===== config.mk =====
export PLATFORM = sky130hd
export DESIGN_NAME = fetch_unit_flat
export DESIGN_NICKNAME = d
export VERILOG_FILES = /design/src/rtl/fetch_pkg.sv /design/src/rtl/fetch_if.sv /design/src/rtl/fetch_hold_buf.sv /design/src/rtl/fetch_unit.sv /design/src/flat_wrapper.sv
export SDC_FILE = /design/constraint.sdc
export NUM_CORES = 1
export LEC_CHECK = 0
export ABC_AREA = 1
export BUFFER_PORTS_ARGS = -buffer_cell sky130_fd_sc_hd__buf_2
export CORE_ASPECT_RATIO = 0.6
export CORE_MARGIN = 1
export CORE_UTILIZATION = 50
export DETAILED_ROUTE_END_ITERATION = 10
export PLACE_DENSITY = 0.75
export RECOVER_POWER = 50
export SYNTH_ARGS = -nofsm -noshare
export SYNTH_HDL_FRONTEND = slang
export SYNTH_SLANG_ARGS = --single-unit

===== constraint.sdc =====
create_clock -name clk -period 1.85 [get_ports clk]
set_clock_uncertainty 0.1 [all_clocks]
set_input_delay 0.0925 -clock clk [delete_from_list [all_inputs] [get_ports clk]]
set_output_delay 0.0925 -clock clk [all_outputs]
set_load 0.1 [all_outputs]

===== src/rtl/fetch_pkg.sv =====
// fetch_pkg: opcode constants, two-word decode helper and FSM states
// shared by the instruction fetch stage.
package fetch_pkg;

   localparam int unsigned OPC_W = 6;

   typedef logic [OPC_W-1:0] opc_t;

   localparam opc_t OPC_NOP = 6'h00;
   localparam opc_t OPC_LDM = 6'h01;
   localparam opc_t OPC_LD  = 6'h02;
   localparam opc_t OPC_ST  = 6'h03;
   localparam opc_t OPC_MOV = 6'h04;
   localparam opc_t OPC_ADD = 6'h0B;
   localparam opc_t OPC_SUB = 6'h0C;
   localparam opc_t OPC_AND = 6'h0D;
   localparam opc_t OPC_OR  = 6'h0E;
   localparam opc_t OPC_XOR = 6'h0F;
   localparam opc_t OPC_BEQ = 6'h20;
   localparam opc_t OPC_BNE = 6'h21;
   localparam opc_t OPC_JMP = 6'h22;

   typedef enum logic {
      FIRST  = 1'b0,
      SECOND = 1'b1
   } fetch_state_e;

   // Only LDM carries a trailing immediate word.
   function automatic logic is_two_word(input opc_t opc);
      return opc == OPC_LDM;
   endfunction

endpackage


===== src/rtl/fetch_if.sv =====
// fetch_if: instruction-memory bus and IF/ID register outputs of the
// fetch stage; master is the fetch unit, slave the memory/decode side.
interface fetch_if #(
   parameter int unsigned ADDR_W  = 20,
   parameter int unsigned INSTR_W = 16
) ();

   logic [ADDR_W-1:0]  imem_addr;
   logic [INSTR_W-1:0] imem_rdata;
   logic               ifid_valid;
   logic [INSTR_W-1:0] ifid_instr;
   logic [INSTR_W-1:0] ifid_imm;
   logic [ADDR_W-1:0]  ifid_pc;

   modport master (
      output imem_addr,
      input  imem_rdata,
      output ifid_valid,
      output ifid_instr,
      output ifid_imm,
      output ifid_pc
   );

   modport slave (
      input  imem_addr,
      output imem_rdata,
      input  ifid_valid,
      input  ifid_instr,
      input  ifid_imm,
      input  ifid_pc
   );

endinterface


===== src/rtl/fetch_hold_buf.sv =====
// fetch_hold_buf: one-entry word/pc buffer catching a memory word that
// returns while decode is stalled. clear > load > consume.
module fetch_hold_buf
   import fetch_pkg::*;
#(
   parameter int unsigned ADDR_W  = 20,
   parameter int unsigned INSTR_W = 16
) (
   input  logic               clk,
   input  logic               rst,
   input  logic               clear_i,
   input  logic               load_i,
   input  logic               consume_i,
   input  logic [INSTR_W-1:0] word_i,
   input  logic [ADDR_W-1:0]  pc_i,
   output logic               valid_o,
   output logic [INSTR_W-1:0] word_o,
   output logic [ADDR_W-1:0]  pc_o
);

   logic               valid_q;
   logic               valid_d;
   logic [INSTR_W-1:0] word_q;
   logic [INSTR_W-1:0] word_d;
   logic [ADDR_W-1:0]  pc_q;
   logic [ADDR_W-1:0]  pc_d;

   always_comb begin
      valid_d = valid_q;
      word_d  = word_q;
      pc_d    = pc_q;
      unique case (1'b1)
         clear_i: begin
            valid_d = 1'b0;
         end
         load_i & ~clear_i: begin
            valid_d = 1'b1;
            word_d  = word_i;
            pc_d    = pc_i;
         end
         consume_i & ~clear_i & ~load_i: begin
            valid_d = 1'b0;
         end
         default: ;
      endcase
   end

   always_ff @(posedge clk) begin
      if (rst) begin
         valid_q <= 1'b0;
         word_q  <= '0;
         pc_q    <= '0;
      end else begin
         valid_q <= valid_d;
         word_q  <= word_d;
         pc_q    <= pc_d;
      end
   end

   assign valid_o = valid_q;
   assign word_o  = word_q;
   assign pc_o    = pc_q;

endmodule


===== src/rtl/fetch_unit.sv =====
// fetch_unit: PC owner, imem issue and IF/ID register of the fetch stage.
// Define FETCH_TWO_WORD_EN to assemble LDM opcode+immediate pairs.
module fetch_unit
   import fetch_pkg::*;
#(
   parameter int unsigned       ADDR_W   = 20,
   parameter int unsigned       INSTR_W  = 16,
   parameter logic [ADDR_W-1:0] RESET_PC = '0
) (
   input  logic              clk,
   input  logic              rst,
   input  logic              stall_i,
   input  logic              redirect_i,
   input  logic [ADDR_W-1:0] redirect_pc_i,
   fetch_if.master           bus
);

   logic [ADDR_W-1:0]  pc_q;
   logic [ADDR_W-1:0]  pc_d;
   logic               req_valid_q;
   logic               req_valid_d;
   logic [ADDR_W-1:0]  req_pc_q;
   logic [ADDR_W-1:0]  req_pc_d;

   logic               vld_q;
   logic               vld_d;
   logic [INSTR_W-1:0] instr_q;
   logic [INSTR_W-1:0] instr_d;
   logic [ADDR_W-1:0]  ifpc_q;
   logic [ADDR_W-1:0]  ifpc_d;

   logic               hb_valid;
   logic [INSTR_W-1:0] hb_word;
   logic [ADDR_W-1:0]  hb_pc;
   logic               hb_clear;
   logic               hb_load;
   logic               hb_consume;

   logic               word_vld;
   logic [INSTR_W-1:0] word;
   logic [ADDR_W-1:0]  word_pc;

`ifdef FETCH_TWO_WORD_EN
   fetch_state_e       state_q;
   fetch_state_e       state_d;
   logic [INSTR_W-1:0] imm_q;
   logic [INSTR_W-1:0] imm_d;
   logic [INSTR_W-1:0] lat_word_q;
   logic [INSTR_W-1:0] lat_word_d;
   logic [ADDR_W-1:0]  lat_pc_q;
   logic [ADDR_W-1:0]  lat_pc_d;
`endif

   fetch_hold_buf #(
      .ADDR_W  (ADDR_W),
      .INSTR_W (INSTR_W)
   ) u_hold (
      .clk       (clk),
      .rst       (rst),
      .clear_i   (hb_clear),
      .load_i    (hb_load),
      .consume_i (hb_consume),
      .word_i    (bus.imem_rdata),
      .pc_i      (req_pc_q),
      .valid_o   (hb_valid),
      .word_o    (hb_word),
      .pc_o      (hb_pc)
   );

   // A buffered word is always older than anything in flight.
   assign word_vld = hb_valid | req_valid_q;
   assign word     = hb_valid ? hb_word : bus.imem_rdata;
   assign word_pc  = hb_valid ? hb_pc : req_pc_q;

   always_comb begin
      pc_d        = pc_q;
      req_valid_d = req_valid_q;
      req_pc_d    = req_pc_q;
      hb_clear    = 1'b0;
      hb_load     = 1'b0;
      hb_consume  = 1'b0;
      vld_d       = vld_q;
      instr_d     = instr_q;
      ifpc_d      = ifpc_q;
`ifdef FETCH_TWO_WORD_EN
      state_d     = state_q;
      imm_d       = imm_q;
      lat_word_d  = lat_word_q;
      lat_pc_d    = lat_pc_q;
`endif
      unique case (1'b1)
         redirect_i: begin
            pc_d        = redirect_pc_i;
            req_valid_d = 1'b0;
            hb_clear    = 1'b1;
            vld_d       = 1'b0;
`ifdef FETCH_TWO_WORD_EN
            state_d     = FIRST;
            lat_word_d  = '0;
            lat_pc_d    = '0;
`endif
         end
         stall_i & ~redirect_i: begin
            // The read completes now; park it and stop issuing.
            req_valid_d = 1'b0;
            hb_load     = req_valid_q & ~hb_valid;
         end
         default: begin
            pc_d        = pc_q + ADDR_W'(1);
            req_valid_d = 1'b1;
            req_pc_d    = pc_q;
            hb_consume  = hb_valid;
            vld_d       = 1'b0;
            if (word_vld) begin
`ifdef FETCH_TWO_WORD_EN
               unique case (state_q)
                  FIRST: begin
                     if (is_two_word(word[INSTR_W-1 -: OPC_W])) begin
                        lat_word_d = word;
                        lat_pc_d   = word_pc;
                        state_d    = SECOND;
                     end else begin
                        vld_d   = 1'b1;
                        instr_d = word;
                        imm_d   = '0;
                        ifpc_d  = word_pc;
                     end
                  end
                  SECOND: begin
                     vld_d   = 1'b1;
                     instr_d = lat_word_q;
                     imm_d   = word;
                     ifpc_d  = lat_pc_q;
                     state_d = FIRST;
                  end
               endcase
`else
               vld_d   = 1'b1;
               instr_d = word;
               ifpc_d  = word_pc;
`endif
            end
         end
      endcase
   end

   always_ff @(posedge clk) begin
      if (rst) begin
         pc_q        <= RESET_PC;
         req_valid_q <= 1'b0;
         req_pc_q    <= '0;
         vld_q       <= 1'b0;
         instr_q     <= '0;
         ifpc_q      <= '0;
`ifdef FETCH_TWO_WORD_EN
         state_q     <= FIRST;
         imm_q       <= '0;
         lat_word_q  <= '0;
         lat_pc_q    <= '0;
`endif
      end else begin
         pc_q        <= pc_d;
         req_valid_q <= req_valid_d;
         req_pc_q    <= req_pc_d;
         vld_q       <= vld_d;
         instr_q     <= instr_d;
         ifpc_q      <= ifpc_d;
`ifdef FETCH_TWO_WORD_EN
         state_q     <= state_d;
         imm_q       <= imm_d;
         lat_word_q  <= lat_word_d;
         lat_pc_q    <= lat_pc_d;
`endif
      end
   end

   assign bus.imem_addr  = pc_q;
   assign bus.ifid_valid = vld_q;
   assign bus.ifid_instr = instr_q;
   assign bus.ifid_pc    = ifpc_q;
`ifdef FETCH_TWO_WORD_EN
   assign bus.ifid_imm   = imm_q;
`else
   assign bus.ifid_imm   = '0;
`endif

endmodule


===== src/flat_wrapper.sv =====
// flat-port wrapper written by rule: the top's interface ports become plain ports
module fetch_unit_flat import fetch_pkg::*;
#(
   parameter int unsigned       ADDR_W   = 20,
   parameter int unsigned       INSTR_W  = 16,
   parameter logic [ADDR_W-1:0] RESET_PC = '0
)
  (clk, rst, stall_i, redirect_i, redirect_pc_i, bus_imem_addr, bus_imem_rdata, bus_ifid_valid, bus_ifid_instr, bus_ifid_imm, bus_ifid_pc);
  fetch_if #(.ADDR_W(ADDR_W), .INSTR_W(INSTR_W)) bus_i ();
  input  logic clk;
  input  logic rst;
  input  logic stall_i;
  input  logic redirect_i;
  input  logic [ADDR_W-1:0] redirect_pc_i;
  output wire logic [$bits(bus_i.imem_addr)-1:0] bus_imem_addr;
  input wire logic [$bits(bus_i.imem_rdata)-1:0] bus_imem_rdata;
  output wire logic [$bits(bus_i.ifid_valid)-1:0] bus_ifid_valid;
  output wire logic [$bits(bus_i.ifid_instr)-1:0] bus_ifid_instr;
  output wire logic [$bits(bus_i.ifid_imm)-1:0] bus_ifid_imm;
  output wire logic [$bits(bus_i.ifid_pc)-1:0] bus_ifid_pc;
  assign bus_imem_addr = bus_i.imem_addr;
  assign bus_i.imem_rdata = bus_imem_rdata;
  assign bus_ifid_valid = bus_i.ifid_valid;
  assign bus_ifid_instr = bus_i.ifid_instr;
  assign bus_ifid_imm = bus_i.ifid_imm;
  assign bus_ifid_pc = bus_i.ifid_pc;
  fetch_unit #(.ADDR_W(ADDR_W), .INSTR_W(INSTR_W), .RESET_PC(RESET_PC)) u_core (.clk(clk), .rst(rst), .stall_i(stall_i), .redirect_i(redirect_i), .redirect_pc_i(redirect_pc_i), .bus(bus_i));
endmodule

### Yosys cells after proc, flatten, opt, wreduce, memory -nomap -nowiden

Cells that the tools add are included.

* register bits: 115
* bits in latches: 0
* bits in writable memories: 0
* bits in read-only memories: 0
* input bits: 40
* output and inout port bits: 73
* memories kept: 0

* add/subtract/negate cells: 1
* multiply operators: 0
* divide/modulo/power cells: 0
* magnitude comparators: 0
* equal/unequal tests: 0
* shift-type cells: 0
* multiplexer cells: 10
* bitwise gates (word level): 11
* reduce and logical (&&, ||, !) cells: 4

Operator list (number)
* $pmux 20 s2: 1
* $add 20x1->20 const B: 1
* $mux 20: 1
* $mux 16: 1
* $and 1x1->1: 5
* $mux 1: 5
* $not 1->1: 5
* $pmux 1 s2: 2
* $reduce_or 2->1: 2
* $reduce_and 2->1: 1
* $reduce_bool 2->1: 1
* $or 1x1->1: 1

### Depth between registers and ports, before layout

* depth after elaboration: 8
* mapped depth: 9
* depth with buffers taken out: 9

### Cells and area by module

A second synthesis with hierarchy kept.

* cell total of the unflattened synthesis: 800
* area total of the unflattened synthesis: 5486.5 um^2

By module, submodules not included
* fetch_unit: instances 1, cells each 562, area each 3819.9 um^2, seq. area each 1561.5 um^2
* fetch_hold_buf: instances 1, cells each 238, area each 1666.6 um^2, seq. area each 740.7 um^2

### Worst setup path before layout

OpenSTA, ideal clock, no wires.

* path type: reg2reg
* start: register u_core.pc_q[1], in the netlist u_core.bus.imem_addr[1]
* end: register u_core.pc_q[12], in the netlist u_core.bus.imem_addr[12]
* data arrival time: 2.022 ns
* required time: 1.641 ns
* path slack: -0.381 ns
* stages on the path, launching flop included: 9
* buffers on the path: 0
* cells stage by stage: dfxtp_1 > ha_1 > nand2_1 > nor2_2 > nand2_1 > o21ai_0 > nand3_1 > nand2_1 > inv_1

* word-level cells in the longest chain between the ends: 2

RTL lines
* start: declaration: line fetch_unit.sv:18 `logic [ADDR_W-1:0] pc_q;`
* start signal: assignment: line fetch_unit.sv:162 `pc_q <= pc_d;`
* $add 20x1->20: line fetch_unit.sv:109 `pc_d = pc_q + ADDR_W'(1);`
* $pmux 20 s2: line fetch_unit.sv:91 `unique case (1'b1)`

No other way between the ends.
A chain may end at the register's enable or synchronous reset.

### Final worst setup path

* start: input port redirect_i
* end: register u_core.pc_q[3], in the netlist u_core.bus.imem_addr[3]

* word-level cells in the longest chain between the ends: 3

RTL lines
* start: declaration: line flat_wrapper.sv:13 `input logic redirect_i;`
* $not 1->1: line fetch_unit.sv:103 `stall_i & ~redirect_i: begin`
* $and 1x1->1: line fetch_unit.sv:103
* $pmux 20 s2: line fetch_unit.sv:91

Several ways; a longest one is shown, not always the timed one.

==> flow_summary.toml <==
[run_status]
outcome = "complete, no violations"

[power_and_ir_drop]
p_per_area_nw_per_um2 = 1030
p_leak_nw = 3.03
peakVddDrop_v = 0.000676

[timing]
finalCriticalPeriod_ps = 1770
fmax_mhz = 564
setup_tns_ps = 0
min_period_over_period_pct = 95.9
worstMarginPinSlew_ps = 636
drv_slew = 0
setup_viol = 0
slew_headroom_pct = 57.5
rsz0062_at_grt = "false"
hold_slack_ps = 24.3
finalHoldViolCount = 0

[floorplanning]
die_x_um = 132
core_area_um2 = 9840
design.die.area_um2 = 10500
num_io_pins = 113
num_rows = 28
die_h_um = 79.9
start_util_pct = 51.4

[global_routing]
grt_pass1_vias = 4555
grt_max_degree = 89
antenna_found_initial = 0
grt_usage_pct = 26.6
grt_pass1_wl_um = 22000
gr-total-overflow = 0

[cells_and_area]
layout_commonest_cell = "nand2_1"
syn_to_final_growth_pct = 28.8
final_core_util_pct = 66.1
fin_area_um2 = 6510
layout-drive-gt1-share_pct = 19.3
multiInputGateArea_um2 = 2230
fin_nets = 880
seq_area_um2 = 2320
diodes = 0
layout.cells.non_filler = 986
nFillCells = 860
layout_common_cells = "nand2_1, nor2_1, dfxtp_1"

[yosys]
syn_area_um2 = 5060
synth_cell_types = 25
synth_seq_cells = 115
seq_area_frac_synth_pct = 45.5
synth.yosys.warnings = 0
netlist_instances = 716
syn_avg_cell_area_um2 = 7.06

[worst_setup_path]
cp_max_fo = 8
cp-end-kind = "register"
critPathArrivalTime_ps = 2010
cp_data_required_time_ps = 2090
reg2reg_from = "u_core.u_hold.valid_o$_SDFFE_PP0P_"
critPathLaunch = "redirect_i"
crit_type = "in -> reg"
cp-start-kind = "primary input"

[job]
max-cap-violations = 0

[clock_tree]
clock_latency_ps = 410
clk_pin_slew_worst_paths_ps = 50
cts_buffers = 17
clkSinkCount = 115
cts_buffer_depth = 2
htreeDepth = 4
cts_tree = "built"
root_buffer = "clkbuf_16"
post-cts-setup-buffer-count = 0

[routing]
drcViolationCount = 0
wirelength_um = 13700
detail_route.iter0.violations = 459
viasPerCell = 5.26
drt_first_pass_iters = 6
route.antenna.remaining_nets = 0
num_vias = 5183
wl_per_cell_um = 13.9

[min_path]
hold_start = "redirect_pc_i[10]"
hold_path_class = "in -> reg"

[place]
gp_congestion = 0.874
place_area_um2 = 5580
port_buffers = 96
dp_cells = 917
dp_hpwl_um = 8740
cells by family (layout without fill, tap and decap cells):
group           count (synthesis)  after routing  share of synthesized area [%]
fa+ha+maj                       1              1                          0.247
other cells                     1             16                         0.0742
buf+inv                       125            245                           11.4
compound gates                168            168                           17.9
flops                         115            115                           45.5
simple gates                  306            306                           24.9
synth_stat cells:
| cell type | n | share of area, % |
|---|---|---|
| o211ai_1 | 2 | 0.30 |
| dfxtp_1 | 115 | 46 |
| nor3_1 | 1 | 0.099 |
| buf_2 | 30 | 3.0 |
| o21ai_0 | 96 | 9.5 |
| nor2_1 | 107 | 7.9 |
| ha_1 | 1 | 0.25 |
| nor2_2 | 5 | 0.62 |
| buf_4 | 18 | 2.7 |
| nand2_2 | 2 | 0.25 |
| nand3_1 | 35 | 3.5 |
| a2111oi_0 | 1 | 0.17 |
| clkbuf_1 | 9 | 0.67 |
| a211oi_1 | 2 | 0.30 |
| a21oi_1 | 15 | 1.5 |
| inv_2 | 6 | 0.45 |
| clkbuf_2 | 1 | 0.099 |
| nand2_1 | 145 | 11 |
| nand4_1 | 8 | 0.99 |
| nor2_4 | 2 | 0.45 |
| o21ai_1 | 13 | 1.3 |
| conb_1 | 1 | 0.074 |
| a31oi_1 | 39 | 4.8 |
| inv_1 | 61 | 4.5 |
| nor3_4 | 1 | 0.32 |
metrics by stage:
step | worst slack (ps) | total power, mW
global placement | 307 | 3.56
global route | 13.6 | 6.95
floorplan | 0.482 | 3.42
CTS | 77.8 | 6.74
finish | 75.6 | 6.70
detailed placement | 221 | 3.57
repair_timing:
item / 4_1_cts / 5_1_grt
endpoints found under the hold margin: 56 / 0
resized for setup: 0 / 3
endpoints found under the setup margin: 0 / 1
hold buffers: 38 / 0
sequential cells by signal (all words and copies together), names as in the netlist:
name	cells
u_core.bus.ifid_pc	20
u_core.bus.imem_addr	20
u_core.req_pc_q	20
u_core.u_hold.pc_o	20
u_core.bus.ifid_instr	16
u_core.u_hold.word_o	16
u_core.bus.ifid_valid	1
u_core.req_valid_q	1
u_core.u_hold.valid_o	1
worst max-delay path, cell delays in order:
cell           delay (ps)
dlygate4sd3_1         530
buf_2                 160
nor2_2                190
buf_4                 190
nand3_1                80
a31oi_1               190
dlygate4sd3_1         580
cell type report:
type                    instances  area share [%]
repair buffers                147            14.9
flip-flops and latches        115            35.7
multi-input cells             491            34.3
well taps                     135            2.59
clock inverters                10            1.69
inverters                      67            3.90
clock buffers                  21            6.92
routing by layer:
metal,track usage (%),share of wire [%]
met5,0,0
met3,5.71,7.0
met4,9.19,1.2
met2,41.1,44
met1,36.6,48
path summary, 6_finish.rpt:
| check | end | depth (start not counted) | slack (ps) |
|---|---|---|---|
| hold reg to reg | u_core.u_hold.pc_o[3]$_SDFFE_PP0P_ | 2 | 370 |
| setup / recovery | u_core.bus.imem_addr[3]$_SDFFE_PP0P_ | 7 | 80 |
| setup reg to reg | u_core.u_hold.valid_o$_SDFFE_PP0P_ | 3 | 120 |
| hold / removal | u_core.bus.imem_addr[10]$_SDFFE_PP0P_ | 7 | 20 |
power breakdown:
group          leakage [nW]  internal [mW]  switching [mW]  total, mW
combinational          1.81          0.210           0.728      0.938
clock                 0.276           2.00            1.11       3.11
sequential            0.942           2.58          0.0768       2.65
total                  3.03           4.78            1.91       6.70
(Power assumes the default switching activity.)
